**config.mk**
```make
export PLATFORM = sky130hd
export DESIGN_NAME = extra_hdr_noc_ctrl_to_data
export DESIGN_NICKNAME = d
export VERILOG_FILES = /design/src/rtl/extra_hdr_noc_ctrl_to_data.sv
export SDC_FILE = /design/constraint.sdc
export NUM_CORES = 1
export LEC_CHECK = 0
export BUFFER_PORTS_ARGS = -buffer_cell sky130_fd_sc_hd__buf_2
export CAP_MARGIN = 20
export CORE_AREA = 2 2 227 229
export CTS_BUF_LIST = sky130_fd_sc_hd__clkbuf_4 sky130_fd_sc_hd__clkbuf_8
export CTS_CLUSTER_DIAMETER = 60
export DETAILED_ROUTE_END_ITERATION = 16
export DIE_AREA = 0 0 229 231
export REMOVE_ABC_BUFFERS = 1
export SYNTH_ARGS = -nofsm -noshare
export SYNTH_HDL_FRONTEND = slang
export SYNTH_SLANG_ARGS = --single-unit
```
**constraint.sdc**
```tcl
create_clock -name clk -period 1.2 [get_ports clk]
set_input_delay 0.24 -clock clk [delete_from_list [all_inputs] [get_ports clk]]
set_output_delay 0.24 -clock clk [all_outputs]
set_load 0.05 [all_outputs]
```
**src/rtl/extra_hdr_noc_ctrl_to_data.sv**
```systemverilog
// Reassembles a routing/misc/extra ctrl-NoC message into one wide data-NoC header flit.
// Optional msg_len check against the expected flit count: define EXTRA_HDR_CTD_LEN_CHECK_EN.
module extra_hdr_noc_ctrl_to_data #(
    parameter int CTRL_NOC1_DATA_W = 64,
    parameter int NOC_DATA_WIDTH   = 512,
    parameter int EXTRA_W          = 96
) (
    input  logic                        clk,
    input  logic                        rst,
    input  logic                        src_noc_ctd_val,
    input  logic [CTRL_NOC1_DATA_W-1:0] src_noc_ctd_data,
    output logic                        noc_ctd_src_rdy,
    output logic                        noc_ctd_dst_val,
    output logic [NOC_DATA_WIDTH-1:0]   noc_ctd_dst_data,
    input  logic                        dst_noc_ctd_rdy,
    output logic                        ctd_len_err
);
    localparam int CW           = CTRL_NOC1_DATA_W;
    localparam int EXTRA_FLITS  = (EXTRA_W + CW - 1) / CW;
    localparam int SAVE_W       = EXTRA_FLITS * CW;
    localparam int PADDING_W    = SAVE_W - EXTRA_W;
    localparam int CNT_W        = (EXTRA_FLITS > 1) ? $clog2(EXTRA_FLITS) : 1;
    localparam int BASE_FLIT_W  = 2 * CW;
    // Flit layout from MSB: chip_id(14) x(8) y(8) fbits(4) msg_len/metadata(8) ...
    localparam int SRC_FIELDS_W = 34;
    localparam int MSG_LEN_W    = 8;
    localparam int MSG_LEN_MSB  = CW - SRC_FIELDS_W - 1;

    if (EXTRA_W <= 0) begin : g_bad_extra_w
        $error("EXTRA_W must be greater than 0");
    end
    if (CW < 64 || PADDING_W < 0 || PADDING_W >= CW) begin : g_bad_ctrl_w
        $error("CTRL_NOC1_DATA_W too narrow for the header layout");
    end
    if (BASE_FLIT_W + EXTRA_W > NOC_DATA_WIDTH) begin : g_bad_noc_w
        $error("extra field does not fit in the wide header flit");
    end

    typedef enum logic [1:0] {
        ST_RTE   = 2'd0,
        ST_MISC  = 2'd1,
        ST_EXTRA = 2'd2,
        ST_OUT   = 2'd3
    } state_e;

    state_e            state_q, state_d;
    logic [CW-1:0]     rte_q, rte_d;
    logic [CW-1:0]     core_q, core_d;
    logic [SAVE_W-1:0] save_q, save_d, save_shift_s;
    logic [CNT_W-1:0]  cnt_q, cnt_d;
    logic              src_rdy_q, src_rdy_d;
    logic              dst_val_q, dst_val_d;
    logic              xfer_s;

    assign xfer_s = src_noc_ctd_val & src_rdy_q;

    if (EXTRA_FLITS == 1) begin : g_single_extra
        assign save_shift_s = src_noc_ctd_data;
    end else begin : g_multi_extra
        assign save_shift_s = {save_q[SAVE_W-CW-1:0], src_noc_ctd_data};
    end

    // State register
    always_ff @(posedge clk) begin
        if (rst) begin
            state_q <= ST_RTE;
        end else begin
            state_q <= state_d;
        end
    end

    // Next-state logic
    always_comb begin
        state_d = state_q;
        case (state_q)
            ST_RTE:   if (xfer_s) state_d = ST_MISC;  else state_d = ST_RTE;
            ST_MISC:  if (xfer_s) state_d = ST_EXTRA; else state_d = ST_MISC;
            ST_EXTRA: if (xfer_s && (cnt_q == CNT_W'(0))) state_d = ST_OUT; else state_d = ST_EXTRA;
            ST_OUT:   if (dst_noc_ctd_rdy) state_d = ST_RTE; else state_d = ST_OUT;
            default:  state_d = ST_RTE;
        endcase
    end

    // Handshake outputs decoded from the next state so they are registered with it
    always_comb begin
        src_rdy_d = 1'b1;
        dst_val_d = 1'b0;
        if (state_d == ST_OUT) begin
            src_rdy_d = 1'b0;
            dst_val_d = 1'b1;
        end else begin
            src_rdy_d = 1'b1;
            dst_val_d = 1'b0;
        end
    end

    // Header and extra-field collection
    always_comb begin
        rte_d  = rte_q;
        core_d = core_q;
        save_d = save_q;
        cnt_d  = cnt_q;
        case (state_q)
            ST_RTE: begin
                if (xfer_s) begin
                    rte_d = src_noc_ctd_data;
                    rte_d[MSG_LEN_MSB -: MSG_LEN_W] = '0;
                    cnt_d = CNT_W'(EXTRA_FLITS - 1);
                end else begin
                    rte_d = rte_q;
                end
            end
            ST_MISC: begin
                if (xfer_s) begin
                    core_d = {src_noc_ctd_data[CW-1 -: SRC_FIELDS_W], {(CW-SRC_FIELDS_W){1'b0}}};
                end else begin
                    core_d = core_q;
                end
            end
            ST_EXTRA: begin
                if (xfer_s) begin
                    save_d = save_shift_s;
                    cnt_d  = (cnt_q == CNT_W'(0)) ? cnt_q : cnt_q - CNT_W'(1);
                end else begin
                    save_d = save_q;
                end
            end
            ST_OUT:  cnt_d = cnt_q;
            default: cnt_d = cnt_q;
        endcase
    end

    // Datapath and handshake registers
    always_ff @(posedge clk) begin
        if (rst) begin
            rte_q     <= '0;
            core_q    <= '0;
            save_q    <= '0;
            cnt_q     <= '0;
            src_rdy_q <= 1'b1;
            dst_val_q <= 1'b0;
        end else begin
            rte_q     <= rte_d;
            core_q    <= core_d;
            save_q    <= save_d;
            cnt_q     <= cnt_d;
            src_rdy_q <= src_rdy_d;
            dst_val_q <= dst_val_d;
        end
    end

`ifdef EXTRA_HDR_CTD_LEN_CHECK_EN
    localparam logic [MSG_LEN_W-1:0] EXP_LEN = MSG_LEN_W'(1 + EXTRA_FLITS);
    logic len_err_q;
    logic len_bad_s;

    assign len_bad_s = (state_q == ST_RTE) && xfer_s &&
                       (src_noc_ctd_data[MSG_LEN_MSB -: MSG_LEN_W] != EXP_LEN);

    // Sticky msg_len mismatch flag; reassembly carries on regardless
    always_ff @(posedge clk) begin
        if (rst) begin
            len_err_q <= 1'b0;
        end else if (len_bad_s) begin
            len_err_q <= 1'b1;
`ifndef SYNTHESIS
            $error("ctrl msg_len mismatch on routing flit");
`endif
        end else begin
            len_err_q <= len_err_q;
        end
    end

    assign ctd_len_err = len_err_q;
`else
    assign ctd_len_err = 1'b0;
`endif

    // Wide flit: routing | core src | extra field | zeros
    always_comb begin
        noc_ctd_dst_data = '0;
        noc_ctd_dst_data[NOC_DATA_WIDTH-1 -: CW]                = rte_q;
        noc_ctd_dst_data[NOC_DATA_WIDTH-CW-1 -: CW]             = core_q;
        noc_ctd_dst_data[NOC_DATA_WIDTH-BASE_FLIT_W-1 -: EXTRA_W] = save_q[SAVE_W-1 -: EXTRA_W];
    end

    assign noc_ctd_src_rdy = src_rdy_q;
    assign noc_ctd_dst_val = dst_val_q;

endmodule

```
**Word-level counts from Yosys, hierarchy flattened**

Cells that the tools add are included.
W data, S select, Z words.

- Input bits: 68
- Register bits after elaboration: 223

- Bitwise gates (word level): 2
- Add/subtract/negate cells: 1
- Reductions and logical operators: 7
- Mux-type cells: 11
- Equality and inequality tests: 6

Operators with widths:

| operator | number |
|---|---|
| $pmux W2 S4 | 1 |
| $mux W1 | 7 |
| $eq A2 B2 Y1 const B | 3 |
| $reduce_and A2 Y1 | 3 |
| $mux W2 | 2 |
| $ne A2 B2 Y1 const B | 2 |
| $reduce_and A3 Y1 | 1 |
| $eq A2 B1 Y1 const B | 1 |
| $logic_not A2 Y1 | 1 |
| $pmux W1 S2 | 1 |
| $reduce_bool A2 Y1 | 1 |
| $and A1 B1 Y1 | 1 |
| $logic_and A1 B1 Y1 | 1 |
| $not A1 Y1 | 1 |
| $sub A1 B1 Y1 const B | 1 |

**Depth between registers and ports, before layout**

- Word-level depth: 6
- Gate-level depth with buffers: 6

**Worst setup path after synthesis**

Ideal clock, no wire load.

- Path kind: reg-to-reg
- Start: register src_rdy_q (netlist: noc_ctd_src_rdy)
- End: register save_q[104]
- Library setup time: 0.070 ns
- Arrival: 1.552 ns
- Period minus slack after synthesis: 1.622 ns
- Path buffers: 3
- Cell stages (with the launch flop): 7
- Setup slack: -0.422 ns
- Data required time: 1.130 ns
- Path through: dfxtp_1 -> buf_2 -> and4b_1 -> buf_4 -> buf_4 -> nand2_1 -> a21oi_1

- Cells in the longest elaborated chain, start to end: 2

Ends and longest elaborated chain:

| element | RTL line | text |
|---|---|---|
| start: declaration | 51 | `logic src_rdy_q, src_rdy_d;` |
| start signal: assignment | 147 | `src_rdy_q <= src_rdy_d;` |
| $and A1 B1 Y1 | 55 | `assign xfer_s = src_noc_ctd_val & src_rdy_q;` |
| $reduce_and A2 Y1 (no line) | - |  |
| end signal: assignment | 145 | `save_q <= save_d;` |
| end: declaration | 49 | `logic [SAVE_W-1:0] save_q, save_d, save_shift_s;` |

Every way passes these cells.
A chain may end at the register's enable or synchronous reset.

**Final worst setup path**

- Start: register src_rdy_q (netlist: noc_ctd_src_rdy)
- End: register save_q[65]

The elaborated chain is that of the path after synthesis.

==> impl_metrics.ini <==
[status]
outcome = complete, but fails checks
failed_checks = setup timing

[yosys]
yosysSeqAreaShare = 0.4087
syn_area_per_cell_um2 = 7.813
synth_area_um2 = 10920
synth_warnings = 0
synth_seq_cells = 223
synth_cells = 1398
ys_types = 22

[cells_and_area]
fin_nets = 1782
diodes = 0
syn2layout_area_growth_pct = 49.55
drive_gt1_frac = 0.4458

[setup_path]
crit_path_end_kind = flip-flop
crit_top_cell = buf_6
cp.arrival_ns = 1.91
crit_buf_inv = 4
cp_max_fo = 9
worst_ep_required_time_ns = 1.68
timing.rr.start = noc_ctd_src_rdy$_SDFF_PP1_
path_class = flip-flop to flip-flop
crit_family = buffers and inverters
crit_start = noc_ctd_src_rdy$_SDFF_PP1_
critical-path-max-stage-delay_ns = 0.35
crit_slowest_cell = dfxtp_4
path_cells = buf_6 -> nand4b_1 -> buf_6 -> clkbuf_16 -> buf_8 -> nand2_1 -> a21oi_1
start_kind = flip-flop

[grt]
grt.total_usage = 0.1069
grt_pass1_vias = 8212
grt_pass1_wl_um = 44780
antenna_found_initial = 0
grt_max_degree = 46
grt_remaining_overflow = 0

[floorplan]
core-area_um2 = 50680
die_area_um2 = 52900
io_pins = 583
initial_utilization = 0.2155
dieWidth_um = 229
die_h_um = 231
rows = 83

[power_and_ir_drop]
p_int_w = 0.01288
peakVddDrop_mv = 0.7498
power_density_nw_per_um2 = 1234
power.leakage_nw = 6.838
seq_power_share = 0.390
power_frac_comb = 0.260
clockPowerShare = 0.351
total_power_w = 0.02016
p_switching_w = 0.007276
netSwitchingFraction = 0.3609

[drt]
drc = 0
avgRoutedWirePerCell_um = 13.73
routed_via_density = 3.721
antenna_left = 0
drtPass1Iterations = 4
routed_wl_um = 33150
drtIter0Drc = 284
vias = 8983

[sta]
fin_setup_tns_ns = -47.28
timing.fmax_ghz = 0.6975
report.final.slew_viol_count = 0
period_minus_slack_ns = 1.434
rsz0062_at_grt = yes
period_share = 1.195
hold-worst-slack_ns = 0.1204
hold_viol = 0
skew_ns = 0.01169
worst_slack_ns = -0.2338
setup_viol = 408

[clocking]
clkTransAtPathRegs_ns = 0.06
cts.sink_count = 223
clk_latency_ns = 0.56
cts_root_buf = clkbuf_8
cts_tree = built
clockBufferDepth = 3
htreeDepth = 2
cts_inserted_buffers = 40

[placement]
gp_congestion = 0.7144
dp_slack_ns = -0.1743
dp_hpwl_um = 18680
port_buffers = 255

[flow_run]
max_cap_viol_count = 0

[min_path]
hold_path.class = input port to flip-flop
worstHoldStart = src_noc_ctd_val
[tightest hold or removal path, cell delays in order]
cell	delay, ns
buf_2	0.15
a31oi_1	0.10
nor3_1	0.12
[metrics by stage]
step	util	cell area, um^2	instances
finish	0.3223	16340	2414
global route	0.3223	16340	2414
CTS	0.3029	15350	2394
detailed placement	0.2250	11400	2219
global placement	0.2250	11400	2219
floorplan	-	8566	1225
[cell usage in the layout (no fill, tap or decap)]
cell           count
a21oi_2           80
o22ai_1            1
clkinv_2           4
nand2_2           38
clkinvlp_4         1
buf_2             66
buf_16             9
dfxtp_2          180
inv_1              1
nand3b_1           1
o211ai_1           1
nand2_1          384
and4b_4            2
dlygate4sd3_1     66
clkbuf_4          11
clkbuf_8          45
nand4bb_4          1
buf_8            146
buf_4             64
a31oi_1            1
a21oi_1          139
conb_1           327
and3b_1            1
nor3_1             1
nand2_4           17
and4bb_2           1
or2_2              1
a21oi_4            1
nor2_1             1
buf_6             64
clkbuf_16         14
buf_12            18
dfxtp_1           34
nand4b_1           2
a211o_1            1
dfxtp_4            9
bufinv_16          1
[layer usage]
layer / share of wire / track usage
met3: 0.081 / 0.03841
met2: 0.51 / 0.1916
met4: 0.025 / 0.03592
met5: 0 / 0
met1: 0.38 / 0.1166
[path summary, 6_finish.rpt]
path | endpoint | slack, ns | cells after the start
worst max-delay path | save_q[65]$_SDFFE_PP0P_ | -0.23 | 7
worst min-delay path | cnt_q$_SDFFE_PP0P_ | 0.12 | 3
worst max register to register | save_q[65]$_SDFFE_PP0P_ | -0.23 | 7
worst min register to register | save_q[69]$_SDFFE_PP0P_ | 0.45 | 2
[cell usage after synthesis, drive strengths merged]
master	n	share of area
o22ai	1	0.00057
nand2	439	0.15
and4bb	1	0.0011
a31oi	1	0.00057
dfxtp	223	0.41
and3b	1	0.00080
nand4bb	1	0.0010
a21oi	220	0.10
nand3b	1	0.00069
inv	1	0.00034
nand4b	2	0.0016
nor3	1	0.00046
o211ai	1	0.00069
clkbuf	32	0.011
and4b	2	0.0018
a211o	1	0.00080
or2	1	0.00057
buf	467	0.32
nor2	1	0.00034
conb	1	0.00034
[registers in the layout, indices dropped and copies added (netlist names)]
| register | cells |
|---|---|
| state_q | 2 |
| rte_q | 56 |
| save_q | 128 |
| core_q | 34 |
| cnt_q | 1 |
| noc_ctd_src_rdy | 1 |
| noc_ctd_dst_val | 1 |
[cell families after synthesis]
group,count (synthesis),share of synthesized area
and+or+nand+nor,450,0.1593
DFF,223,0.4087
buffers and inverters,500,0.3282
AOI/OAI and AO/OA,224,0.1034
other,1,0.0003433
[area by class of cell]
type	count	area (um^2)
Fill cell	5098	34340
Timing Repair Buffer	447	5343
Sequential cell	223	4723
Multi-Input combinational cell	1001	4656
Tap cell	680	850.8
Clock buffer	56	701.9
Clock inverter	6	57.56
Inverter	1	3.754
[power by group through the flow]
| stage | Combinational [W] | Sequential, W | Clock, W |
|---|---|---|---|
| 2_1_floorplan | 0.00265 | 0.00862 | 0 |
| 3_3_place_gp | 0.00433 | 0.00791 | 0 |
| 3_5_place_dp | 0.00433 | 0.00792 | 0 |
| 4_1_cts | 0.00500 | 0.00785 | 0.00728 |
| 5_1_grt | 0.00545 | 0.00788 | 0.00769 |
| 6_report | 0.00523 | 0.00785 | 0.00707 |
[timing repair]
action | 4_1_cts | 5_1_grt
endpoints found under the hold margin | 160 | 0
setup endpoints to repair | 408 | 409
resized for setup | 731 | 174
pin swaps | 17 | 105
gates cloned | 7 | 18
hold buffers | 66 | 0
setup buffers | 40 | 3
(Power assumes the default switching activity.)
